**config.mk**
```make
export PLATFORM = sky130hd
export DESIGN_NAME = cpu_state_dump
export DESIGN_NICKNAME = d
export VERILOG_FILES = /design/src/rtl/dump_pkg.sv /design/src/rtl/dump_stream_reg.sv /design/src/rtl/cpu_state_dump.sv
export SDC_FILE = /design/constraint.sdc
export NUM_CORES = 1
export LEC_CHECK = 0
export CELL_PAD_IN_SITES_DETAIL_PLACEMENT = 0
export CELL_PAD_IN_SITES_GLOBAL_PLACEMENT = 1
export CORE_MARGIN = 4
export CORE_UTILIZATION = 49
export DETAILED_ROUTE_END_ITERATION = 10
export DONT_BUFFER_PORTS = 1
export PLACE_DENSITY_LB_ADDON = 0.2
export SLEW_MARGIN = 20
export SYNTH_ARGS = -nofsm -noshare
export SYNTH_HDL_FRONTEND = slang
export SYNTH_SLANG_ARGS = --single-unit
```
**constraint.sdc**
```tcl
create_clock -name clk_i -period 3.81 [get_ports clk_i]
set_clock_uncertainty 0.1 [all_clocks]
set_input_delay 0.5715 -clock clk_i [delete_from_list [all_inputs] [get_ports clk_i]]
set_output_delay 0.5715 -clock clk_i [all_outputs]
set_load 0.01 [all_outputs]
```
**src/rtl/dump_pkg.sv**
```systemverilog
// Shared types and constants for the CPU state dump block: FSM states,
// the register-file dump order and the layout of the stream tag.
package dump_pkg;

    typedef enum logic [1:0] {
        ST_IDLE    = 2'd0,
        ST_RF_DUMP = 2'd1,
        ST_DM_DUMP = 2'd2,
        ST_DONE    = 2'd3
    } dump_state_t;

    localparam int RF_COUNT = 14;

    localparam logic [4:0] RF_LIST [RF_COUNT] = '{
        5'd0, 5'd1, 5'd2, 5'd3, 5'd4, 5'd5, 5'd6,
        5'd7, 5'd8, 5'd9, 5'd10, 5'd11, 5'd29, 5'd31
    };

    localparam int TAG_W        = 8;
    localparam int TAG_KIND_BIT = 7;
    localparam int TAG_IDX_W    = 7;
    localparam int IDX_W        = 7;

    // Tag bit 7 selects memory (1) versus register (0); low bits carry the index.
    function automatic logic [TAG_W-1:0] make_tag(input logic           is_mem,
                                                   input logic [TAG_IDX_W-1:0] idx);
        logic [TAG_W-1:0] tag;
        tag                  = '0;
        tag[TAG_KIND_BIT]    = is_mem;
        tag[TAG_IDX_W-1:0]   = idx;
        return tag;
    endfunction

endpackage

```
**src/rtl/dump_stream_reg.sv**
```systemverilog
// Single-entry valid/ready output register for the dump stream. The slot is
// free when empty or being drained; loads are only taken into a free slot.
module dump_stream_reg
    import dump_pkg::*;
#(
    parameter int DATA_W = 32
) (
    input  logic              clk_i,
    input  logic              rst_i,
    input  logic              i_load,
    input  logic [DATA_W-1:0] i_data,
    input  logic [TAG_W-1:0]  i_tag,
    input  logic              i_last,
    input  logic              i_ready,
    output logic              o_free,
    output logic              o_valid,
    output logic [DATA_W-1:0] o_data,
    output logic [TAG_W-1:0]  o_tag,
    output logic              o_last
);

    logic              r_valid;
    logic [DATA_W-1:0] r_data;
    logic [TAG_W-1:0]  r_tag;
    logic              r_last;

    assign o_free  = !r_valid || i_ready;
    assign o_valid = r_valid;
    assign o_data  = r_data;
    assign o_tag   = r_tag;
    assign o_last  = r_last;

    // Payload only changes on a load into a free slot, so it holds while stalled.
    always_ff @(posedge clk_i) begin
        if (rst_i) begin
            r_valid <= 1'b0;
            r_data  <= '0;
            r_tag   <= '0;
            r_last  <= 1'b0;
        end else if (i_load && o_free) begin
            r_valid <= 1'b1;
            r_data  <= i_data;
            r_tag   <= i_tag;
            r_last  <= i_last;
        end else if (i_ready) begin
            r_valid <= 1'b0;
            r_last  <= 1'b0;
        end
    end

endmodule

```
**src/rtl/cpu_state_dump.sv**
```systemverilog
// Counts cycles after reset, then halts the CPU and streams a fixed list of
// register-file entries followed by the first DM_WORDS data-memory words.
module cpu_state_dump
    import dump_pkg::*;
#(
    parameter int END_COUNT = 600,
    parameter int DM_WORDS  = 12,
    parameter int DATA_W    = 32
) (
    input  logic              clk_i,
    input  logic              rst_i,
    input  logic              dump_req_i,
    output logic              cpu_halt_o,
    output logic [4:0]        rf_addr_o,
    input  logic [DATA_W-1:0] rf_data_i,
    output logic [31:0]       dm_addr_o,
    input  logic [DATA_W-1:0] dm_data_i,
    output logic              dump_valid_o,
    input  logic              dump_ready_i,
    output logic [DATA_W-1:0] dump_data_o,
    output logic [7:0]        dump_tag_o,
    output logic              dump_last_o,
    output logic              done_o
);

    localparam logic [31:0]      HIT_COUNT   = 32'(END_COUNT - 1);
    localparam logic [IDX_W-1:0] RF_LAST_IDX = IDX_W'(RF_COUNT - 1);
    localparam logic [IDX_W-1:0] DM_LAST_IDX = IDX_W'(DM_WORDS - 1);
    localparam logic [IDX_W-1:0] DM_END_IDX  = IDX_W'(DM_WORDS);

    dump_state_t       r_state;
    logic [31:0]       r_count;
    logic [IDX_W-1:0]  r_idx;
    logic              r_halt;
    logic              r_done;

    logic              w_trigger;
    logic              w_free;
    logic              w_load;
    logic [DATA_W-1:0] w_cap_data;
    logic [TAG_W-1:0]  w_cap_tag;
    logic              w_cap_last;
    logic              w_last_accept;

    assign w_trigger     = (r_count == HIT_COUNT) || dump_req_i;
    assign w_last_accept = dump_valid_o && dump_ready_i && dump_last_o;
    assign cpu_halt_o    = r_halt;
    assign done_o        = r_done;

    // Debug read addresses and the capture payload for the current index.
    always_comb begin
        rf_addr_o  = '0;
        dm_addr_o  = '0;
        w_load     = 1'b0;
        w_cap_data = '0;
        w_cap_tag  = '0;
        w_cap_last = 1'b0;
        case (r_state)
            ST_RF_DUMP: begin
                rf_addr_o  = RF_LIST[r_idx[3:0]];
                w_load     = w_free;
                w_cap_data = rf_data_i;
                w_cap_tag  = make_tag(1'b0, {2'b00, RF_LIST[r_idx[3:0]]});
            end
            ST_DM_DUMP: begin
                if (r_idx != DM_END_IDX) begin
                    dm_addr_o  = {{(32-IDX_W-2){1'b0}}, r_idx, 2'b00};
                    w_load     = w_free;
                    w_cap_data = dm_data_i;
                    w_cap_tag  = make_tag(1'b1, r_idx);
                    w_cap_last = (r_idx == DM_LAST_IDX);
                end
            end
            default: begin
            end
        endcase
    end

    always_ff @(posedge clk_i) begin
        if (rst_i) begin
            r_state <= ST_IDLE;
            r_count <= '0;
            r_idx   <= '0;
            r_halt  <= 1'b0;
            r_done  <= 1'b0;
        end else begin
            case (r_state)
                ST_IDLE: begin
                    r_count <= r_count + 32'd1;
                    if (w_trigger) begin
                        r_state <= ST_RF_DUMP;
                        r_idx   <= '0;
                        r_halt  <= 1'b1;
                    end
                end
                ST_RF_DUMP: begin
                    if (w_load) begin
                        if (r_idx == RF_LAST_IDX) begin
                            r_idx   <= '0;
                            r_state <= ST_DM_DUMP;
                        end else begin
                            r_idx <= r_idx + 1'b1;
                        end
                    end
                end
                ST_DM_DUMP: begin
                    // Index parks at DM_WORDS after the last capture until it drains.
                    if (w_load) begin
                        r_idx <= r_idx + 1'b1;
                    end
                    if (w_last_accept) begin
                        r_state <= ST_DONE;
                        r_done  <= 1'b1;
                    end
                end
                ST_DONE: begin
                    r_done <= 1'b1;
                end
                default: r_state <= ST_IDLE;
            endcase
        end
    end

    dump_stream_reg #(
        .DATA_W(DATA_W)
    ) u_stream (
        .clk_i   (clk_i),
        .rst_i   (rst_i),
        .i_load  (w_load),
        .i_data  (w_cap_data),
        .i_tag   (w_cap_tag),
        .i_last  (w_cap_last),
        .i_ready (dump_ready_i),
        .o_free  (w_free),
        .o_valid (dump_valid_o),
        .o_data  (dump_data_o),
        .o_tag   (dump_tag_o),
        .o_last  (dump_last_o)
    );

endmodule

```
==> results of run 1 <==
-- sequential cells by signal, summed over array words and instances, names as in the netlist --
| signal | cells |
|---|---|
| r_count | 32 |
| u_stream.o_data | 32 |
| u_stream.o_tag | 8 |
| r_idx | 7 |
| r_state | 2 |
| cpu_halt_o | 1 |
| done_o | 1 |
| u_stream.o_last | 1 |
| u_stream.o_valid | 1 |
-- stage by stage --
stage,std cells,power [mW],cell area [um^2],setup slack (ps),hold slack [ps]
after floorplan,524,2.00,4290,1380,368
after global placement,574,2.11,4110,1060,385
after detailed placement,574,2.14,4110,965,392
after CTS,590,2.87,4350,847,166
after global routing,590,3.06,4350,600,164
final,590,2.84,4350,864,189
-- final timing paths --
check / from / to / slack [ps]
setup / recovery: r_idx[0]$_SDFFE_PP0P_ / dm_addr_o[3] / 860
hold / removal: rst_i / u_stream.o_data[14]$_SDFFE_PP0P_ / 190
setup reg to reg: r_state[1]$_SDFFE_PP0P_ / u_stream.o_data[12]$_SDFFE_PP0P_ / 920
hold reg to reg: u_stream.o_data[0]$_SDFFE_PP0P_ / u_stream.o_data[0]$_SDFFE_PP0P_ / 400
-- worst max-delay path, stage by stage, from the launching register on --
cell	delay [ps]
dfxtp_1	500
inv_1	110
ha_1	210
nand3_1	140
o21a_1	640
and2_1	310
-- where the power goes --
group	internal [mW]	switching (mW)
sequential	1.07	0.202
combinational	0.327	0.521
clock	0.406	0.322
total	1.80	1.04
-- cell usage in the layout, fill, tap and decap left out, drive strengths merged, types with 11 or more instances in the layout --
cell and instances:
and2 12, conb 25, inv 15, or3 11
a221oi 21, clkbuf 11, a21oi 33, nor2 59
o21ai 11, nand2 34, nand4 13, xnor2 11
dfxtp 85, nor3 34, a22oi 12
-- logic make-up after synthesis --
family,count (synthesis),share of synthesized area (%)
mux,7,1.79
compound gates,106,17.7
simple gates,205,25.0
buf+inv,72,9.06
xor+xnor,15,3.13
other cells,1,0.0893
flops,85,40.5
fa+ha+maj,9,2.68
-- layer usage --
layer	vias up	global-route usage, %
li1	1700	-
met4	0	6.42
met2	124	28.5
met3	12	5.12
met1	1570	23.7
met5	-	0
-- area by class of cell --
class | count | area (um^2)
clock buffer | 11 | 151
clock inverter | 5 | 82.6
fill | 793 | 3910
inverter | 15 | 56.3
multi-input combinational | 367 | 2210
sequential | 85 | 1700
tap | 105 | 131
timing repair buffer | 2 | 15.0
==> qor.txt, run 1 <==
status - complete, no violations
DRC Markers - 0
max layer used - met4
fin nets - 557
Placer Congestion - 0.797
Final setup viols - 0
worst slew pin tran - 1020 ps
number of antenna violations at the first check in global routing - 0
sequential-to-total area share from yosys stat - 40.5%
crit path capture type - primary output
Post-CTS Setup Bufs - 0
Synth area leaders - dfxtp_1 41%, nor2_1 5.3%, buf_4 4.6%
IO buf count - 0
Hold Path Class - in2reg
clock-pin slew on the worst setup and hold paths - 90 ps
unrepaired setup endpoints after global routing - no
post-synthesis sequential element count - 85
Worst EP required - 3140 ps
cell taking the most area after synthesis - dfxtp_1
CTS tree - done
Avg Cell Area, Syn - 8.40 um^2
row cnt - 33
top_reg_cell synth - dfxtp_1
fmax - 0.339 GHz
via-per-instance ratio - 5.77
Hold Crit Depth - 1
Vias - 3406
total CTS buffers - 9
Syn Inst Count - 500
kind of critical path - reg2out
Die Wd - 101 um
Post-synth ARST share - 0%
core region area - 8260 um^2
Final min period - 2950 ps
CTS sink count - 85
# diodes - 0
Area Growth Syn to Fin - 3.55%
max cap viols - 0
final hold violations - 0
WL/cell - 15.9 um
hold_buf cts - 0
power per cell area - 654 nW/um^2
worst skew pair latency - 360 ps
startpoint types - register
Commonest cells post-synth - 85 x dfxtp_1, 59 x nor2_1, 34 x nand2_1
Slew HR - 32.2%
height of the chip - 101 um
pins over their slew limit - 0
Root Driver - clkbuf_8
GRT Util Overall - 18.1%
final design utilization - 52.6%
DR WL met3 - 781 um
wl on met1 - 4.10 mm
top-count cell post-synth - dfxtp_1
drt pass-1 iters - 4
warnings from Yosys - 0
met2 routed WL - 4.38 mm
maximum vdd drop - 0.000369 V
number of synthesized flops with an enable pin - 0
hpwl dp - 6.52 mm
vias in the first global route - 3062
share of cells above drive strength 1 - 6.60%
Final TNS setup - 0 ps
Final ANT Viol Nets - 0
period utilization - 77.3%
DRT Wirelength - 9.39 mm
first-pass GRT wire length - 14.8 mm
worst-path fanout max - 24
r2r worst-path depth - 7
IO Pins - 149
post-synth cell types - 52
total gr overflow - 0
H-tree levels - 3
Post-Syn Area - 4200 um^2
Leakage - 1.54 nW
largest net degree at the start of global routing - 89
area fraction of the dominant cell type after synthesis - 40.5%
Initial DRC Count - 191
clock tree buffer depth - 2
die area - 10100 um^2
Post-CTS Resized - 0
initial core utilization - 50.8%
Arr. time, crit path - 2270 ps
Note: power is estimated with default switching activity, not from simulation.
==> run 2: changes to the inputs <==
--- a/config.mk
+++ b/config.mk
@@ -8,7 +8,7 @@
 export CELL_PAD_IN_SITES_DETAIL_PLACEMENT = 0
 export CELL_PAD_IN_SITES_GLOBAL_PLACEMENT = 1
 export CORE_MARGIN = 4
-export CORE_UTILIZATION = 49
+export CORE_UTILIZATION = 41
 export DETAILED_ROUTE_END_ITERATION = 10
 export DONT_BUFFER_PORTS = 1
 export PLACE_DENSITY_LB_ADDON = 0.2
==> constraint.sdc (replaced) <==
create_clock -name clk_i -period 2.45 [get_ports clk_i]
set_clock_uncertainty 0.1 [all_clocks]
set_input_delay 0.3675 -clock clk_i [delete_from_list [all_inputs] [get_ports clk_i]]
set_output_delay 0.3675 -clock clk_i [all_outputs]
set_load 0.01 [all_outputs]
==> run 2 against run 1 <==
Non-clock buffer count is 16 higher; core utilization is 6.6 points lower; register-to-register slack worse by 780 ps; sequential power is 56% higher; cell count is 7.5% higher; first-iteration DRC count is 53% higher; largest power group unchanged; clock power is 52% higher; combinational power is 76% higher; sequential share of layout area is 1.7 points lower; highest routed layer unchanged; critical path depth is 2 higher.
==> qor.txt, run 2 (same netlist as run 1, synthesis figures left out) <==
Placed Area - 4290 um^2
unrepaired setup endpoints after global routing - no
critical path's slowest cell - or4_4
Post-Layout Inst Area - 4540 um^2
fmax - 0.433 GHz
Vias - 3450
Reg2Reg Launch Point - r_state[1]$_SDFFE_PP0P_
cell count after placement - 617
Area Growth Syn to Fin - 8.23%
Hold Path Class - in2reg
pins over their slew limit - 0
final hold violations - 0
Finished Layout Cells - 634
worst skew pair latency - 350 ps
worst slew pin tran - 598 ps
die area - 11900 um^2
total gr overflow - 0
row cnt - 36
worst-path fanout max - 4
core region area - 9860 um^2
fin nets - 573
initial core utilization - 42.6%
WL/cell - 15.8 um
worst path cell trace - inv_1 > ha_1 > nand4_2 > or4_4 > or3_4 > or4_1 > o21ai_1
share of cells above drive strength 1 - 9.98%
number of antenna violations at the first check in global routing - 0
CTS sink count - 85
largest net degree at the start of global routing - 68
drt pass-1 iters - 4
Final setup viols - 0
Arr. time, crit path - 2490 ps
Setup WS post-layout - 142 ps
startpoint types - register
clock tree buffer depth - 2
IO Pins - 149
WHS - 88.5 ps
clock-pin slew on the worst setup and hold paths - 90 ps
CTS tree - done
total chip power - 4.57 mW
Final ANT Viol Nets - 0
power per cell area - 1010 nW/um^2
H-tree levels - 3
Final TNS setup - 0 ps
max cap viols - 0
Final min period - 2310 ps
commonest non-fill, non-tap cell in the layout - dfxtp_1
# diodes - 0
via-per-instance ratio - 5.44
Root Driver - clkbuf_8
Worst Hold Launch - dump_ready_i
most frequent cells in the layout - 84 x dfxtp_1, 58 x nor2_1, 34 x nand2_1
multi-input logic area - 2210 um^2
Die Wd - 109 um
kind of critical path - reg2reg
Fillers - 984
Placer Congestion - 0.823
Initial DRC Count - 293
GRT Util Overall - 16.6%
DRC Markers - 0
period utilization - 94.2%
register area - 1700 um^2
Leakage - 1.63 nW
DRT Wirelength - 10.0 mm
vias in the first global route - 3212
final design utilization - 46.1%
hpwl dp - 6.99 mm
height of the chip - 109 um
status - complete, no violations
dpl ws - 139 ps
worst setup path start - r_state[1]$_SDFFE_PP0P_
maximum vdd drop - 0.000535 V
total CTS buffers - 9
Worst EP required - 2640 ps
Slew HR - 59.7%
crit path capture type - register
Max stage delay on crit path - 530 ps
IO buf count - 0
first-pass GRT wire length - 15.9 mm
-- run 2: layout make-up --
cell class	instances	share of cell area (%)
inverters	15	1.24
repair buffers	18	3.97
flip-flops and latches	85	37.5
clock inverters	6	2.09
well taps	133	3.66
multi-input cells	367	48.7
clock buffers	10	2.81
-- run 2: what timing repair did --
action                     in CTS  in global routing
buffers inserted                0                  0
setup endpoints to repair       0                  8
gates resized for setup         0                  3
hold buffers                    1                  0
hold endpoints to repair       67                  0
-- run 2: critical path: cells and delay by family (launching register included) --
family / cells / cell delay (ps)
adders and majority gates: 1 / 200
buffers and inverters: 1 / 110
and+or+nand+nor: 4 / 1410
AOI/OAI and AO/OA: 1 / 80
DFF: 1 / 350
-- run 2: worst paths after layout --
kind                            cells after the start  slack (ps)                              end
worst min-delay path                                2          90     u_stream.o_last$_SDFFE_PP0P_
worst max-delay path                                7         140         r_count[25]$_SDFFE_PP0P_
worst min register to register                      2         410  u_stream.o_data[0]$_SDFFE_PP0P_
worst max register to register                      7         140         r_count[25]$_SDFFE_PP0P_
-- run 2: report_power, final --
group	internal (mW)	switching, mW	leakage (nW)
Combinational	0.629	0.857	0.833
Clock	0.584	0.524	0.111
Sequential	1.66	0.317	0.689
Total	2.87	1.70	1.63
-- run 2: per-layer routing --
layer  vias up  global-route usage (%)  share of wire (%)
li1       1731                       -                  -
met1      1580                    22.6                 45
met2       129                    25.6                 45
met3        10                    4.09                8.2
met4         0                    5.88                1.2
met5         -                       0                  0
==> run 3: changes to the inputs <==
--- a/config.mk
+++ b/config.mk
@@ -8,11 +8,10 @@
 export CELL_PAD_IN_SITES_DETAIL_PLACEMENT = 0
 export CELL_PAD_IN_SITES_GLOBAL_PLACEMENT = 1
 export CORE_MARGIN = 4
-export CORE_UTILIZATION = 41
+export CORE_UTILIZATION = 45
 export DETAILED_ROUTE_END_ITERATION = 10
 export DONT_BUFFER_PORTS = 1
 export PLACE_DENSITY_LB_ADDON = 0.2
-export SLEW_MARGIN = 20
 export SYNTH_ARGS = -nofsm -noshare
 export SYNTH_HDL_FRONTEND = slang
 export SYNTH_SLANG_ARGS = --single-unit
==> constraint.sdc (replaced) <==
create_clock -name clk_i -period 2.5 [get_ports clk_i]
set_clock_uncertainty 0.1 [all_clocks]
set_input_delay 0.375 -clock clk_i [delete_from_list [all_inputs] [get_ports clk_i]]
set_output_delay 0.375 -clock clk_i [all_outputs]
set_load 0.01 [all_outputs]
==> run 3 against run 2 <==
Total power fell by 0.97%; worst hold slack improved by 7.1 ps; combinational power fell by 4%; global-route usage rose by 1.2 points; critical path type unchanged.
==> qor.txt, run 3 (same netlist as run 1, synthesis figures left out) <==
first-pass GRT wire length - 16.3 mm
Hold Path Class - in2reg
power per cell area - 1010 nW/um^2
maximum vdd drop - 0.000571 V
Fillers - 866
Reg2Reg Launch Point - r_state[1]$_SDFFE_PP0P_
Final ANT Viol Nets - 0
max cap viols - 0
vias in the first global route - 3180
Hold Crit Depth - 2
DRC Markers - 0
# diodes - 0
total gr overflow - 0
setup slack, reg-to-reg - 140 ps
register area - 1700 um^2
Worst Hold End - r_count[23]$_SDFFE_PP0P_
IO Pins - 149
height of the chip - 105 um
most frequent cells in the layout - 84 x dfxtp_1, 58 x nor2_1, 34 x nand2_1
Placed Area - 4220 um^2
via-per-instance ratio - 5.75
row cnt - 34
CTS sink count - 85
core region area - 8890 um^2
number of antenna violations at the first check in global routing - 0
WL/cell - 16.5 um
Die Wd - 105 um
Placer Congestion - 0.759
startpoint types - register
worst skew pair latency - 350 ps
dpl ws - 154 ps
IO buf count - 0
Setup WS post-layout - 137 ps
Leakage - 1.61 nW
Max stage delay on crit path - 590 ps
CP delay by family, top - simple AND/OR/NAND/NOR gates
clock-pin slew on the worst setup and hold paths - 90 ps
r2r worst-path depth - 7
fin nets - 570
unrepaired setup endpoints after global routing - no
status - complete, no violations
Vias - 3476
worst path cell trace - inv_1 > ha_1 > nand4_2 > or4_4 > or3_4 > or4_1 > o21ai_1
pins over their slew limit - 0
clock tree buffer depth - 2
period utilization - 94.5%
share of cells above drive strength 1 - 9.05%
fmax - 0.423 GHz
Arr. time, crit path - 2550 ps
crit path buf inv count - 1
Initial DRC Count - 185
Final setup viols - 0
multi-input logic area - 2210 um^2
GRT Util Overall - 17.8%
Final TNS setup - 0 ps
initial core utilization - 47.2%
kind of critical path - reg2reg
largest net degree at the start of global routing - 67
Slew HR - 59.2%
hpwl dp - 6.85 mm
worst slew pin tran - 607 ps
Root Driver - clkbuf_8
commonest non-fill, non-tap cell in the layout - dfxtp_1
worst-path fanout max - 10
Worst Hold Launch - rst_i
Final min period - 2360 ps
die area - 10900 um^2
CTS tree - done
H-tree levels - 3
final design utilization - 50.6%
critical path's slowest cell - or4_4
DRT Wirelength - 10.0 mm
Post-Layout Inst Area - 4500 um^2
drt pass-1 iters - 5
Area Growth Syn to Fin - 7.21%
FF-to-FF End - r_count[25]$_SDFFE_PP0P_
Worst EP required - 2680 ps
final hold violations - 0
crit path capture type - register
total CTS buffers - 9
run 3: cell count changes in the layout (fill, tap and decap cells not counted), sizes merged:
| cell | change |
|---|---|
| buf | -4 |
| bufinv | +1 |
| clkbuf | -1 |
| clkinv | -3 |
| clkinvlp | +3 |
| dlygate4sd3 | +1 |
| inv | -1 |
run 3: how the worst max path moves through the flow:
stage,from,endpoint,slack [ps],cells after the start
floorplan,r_state[0]$_SDFFE_PP0P_,r_count[31]$_SDFFE_PP0P_,70,9
global placement,r_state[0]$_SDFFE_PP0P_,r_count[25]$_SDFFE_PP0P_,190,7
detailed placement,r_state[0]$_SDFFE_PP0P_,r_count[24]$_SDFFE_PP0P_,150,9
CTS,r_idx[0]$_SDFFE_PP0P_,dm_addr_o[3],0.5,5
global route,r_state[0]$_SDFFE_PP0P_,r_count[25]$_SDFFE_PP0P_,1,7
finish,r_state[1]$_SDFFE_PP0P_,r_count[25]$_SDFFE_PP0P_,140,7
run 3: report_power, final:
group / total [mW] / switching, mW / leakage, nW / internal (mW)
combinational: 1.43 / 0.824 / 0.815 / 0.608
sequential: 1.94 / 0.310 / 0.689 / 1.63
clock: 1.16 / 0.500 / 0.108 / 0.658
total: 4.53 / 1.63 / 1.61 / 2.89
run 3: stage by stage:
step           instances  power [mW]  hold WS, ps
6_report             605        4.53         95.6
5_1_grt              605        4.84         83.4
4_1_cts              604        4.57         72.4
3_5_place_dp         587        3.38          361
3_3_place_gp         587        3.35          355
2_1_floorplan        524        3.04          368
run 3: per-layer routing:
layer	GRT usage [%]	share of wire [%]	up-vias
li1	-	-	1740
met1	23.8	44	1605
met2	27.2	46	123
met3	6.10	8.7	8
met4	5.72	0.98	0
met5	0	0	-
run 3: final cells by class:
type,instances,area share (%)
Multi-Input combinational cell,367,49.1
Clock inverter,6,2.50
Clock buffer,9,2.75
Inverter,15,1.25
Timing Repair Buffer,15,3.56
Sequential cell,85,37.8
Tap cell,108,3.00
run 3: timing repair:
action                                 CTS  global route
endpoints found under the hold margin   66             0
setup buffers                            0             1
gates resized for setup                  0             2
setup endpoints to repair                0             7
hold buffers                             2             0
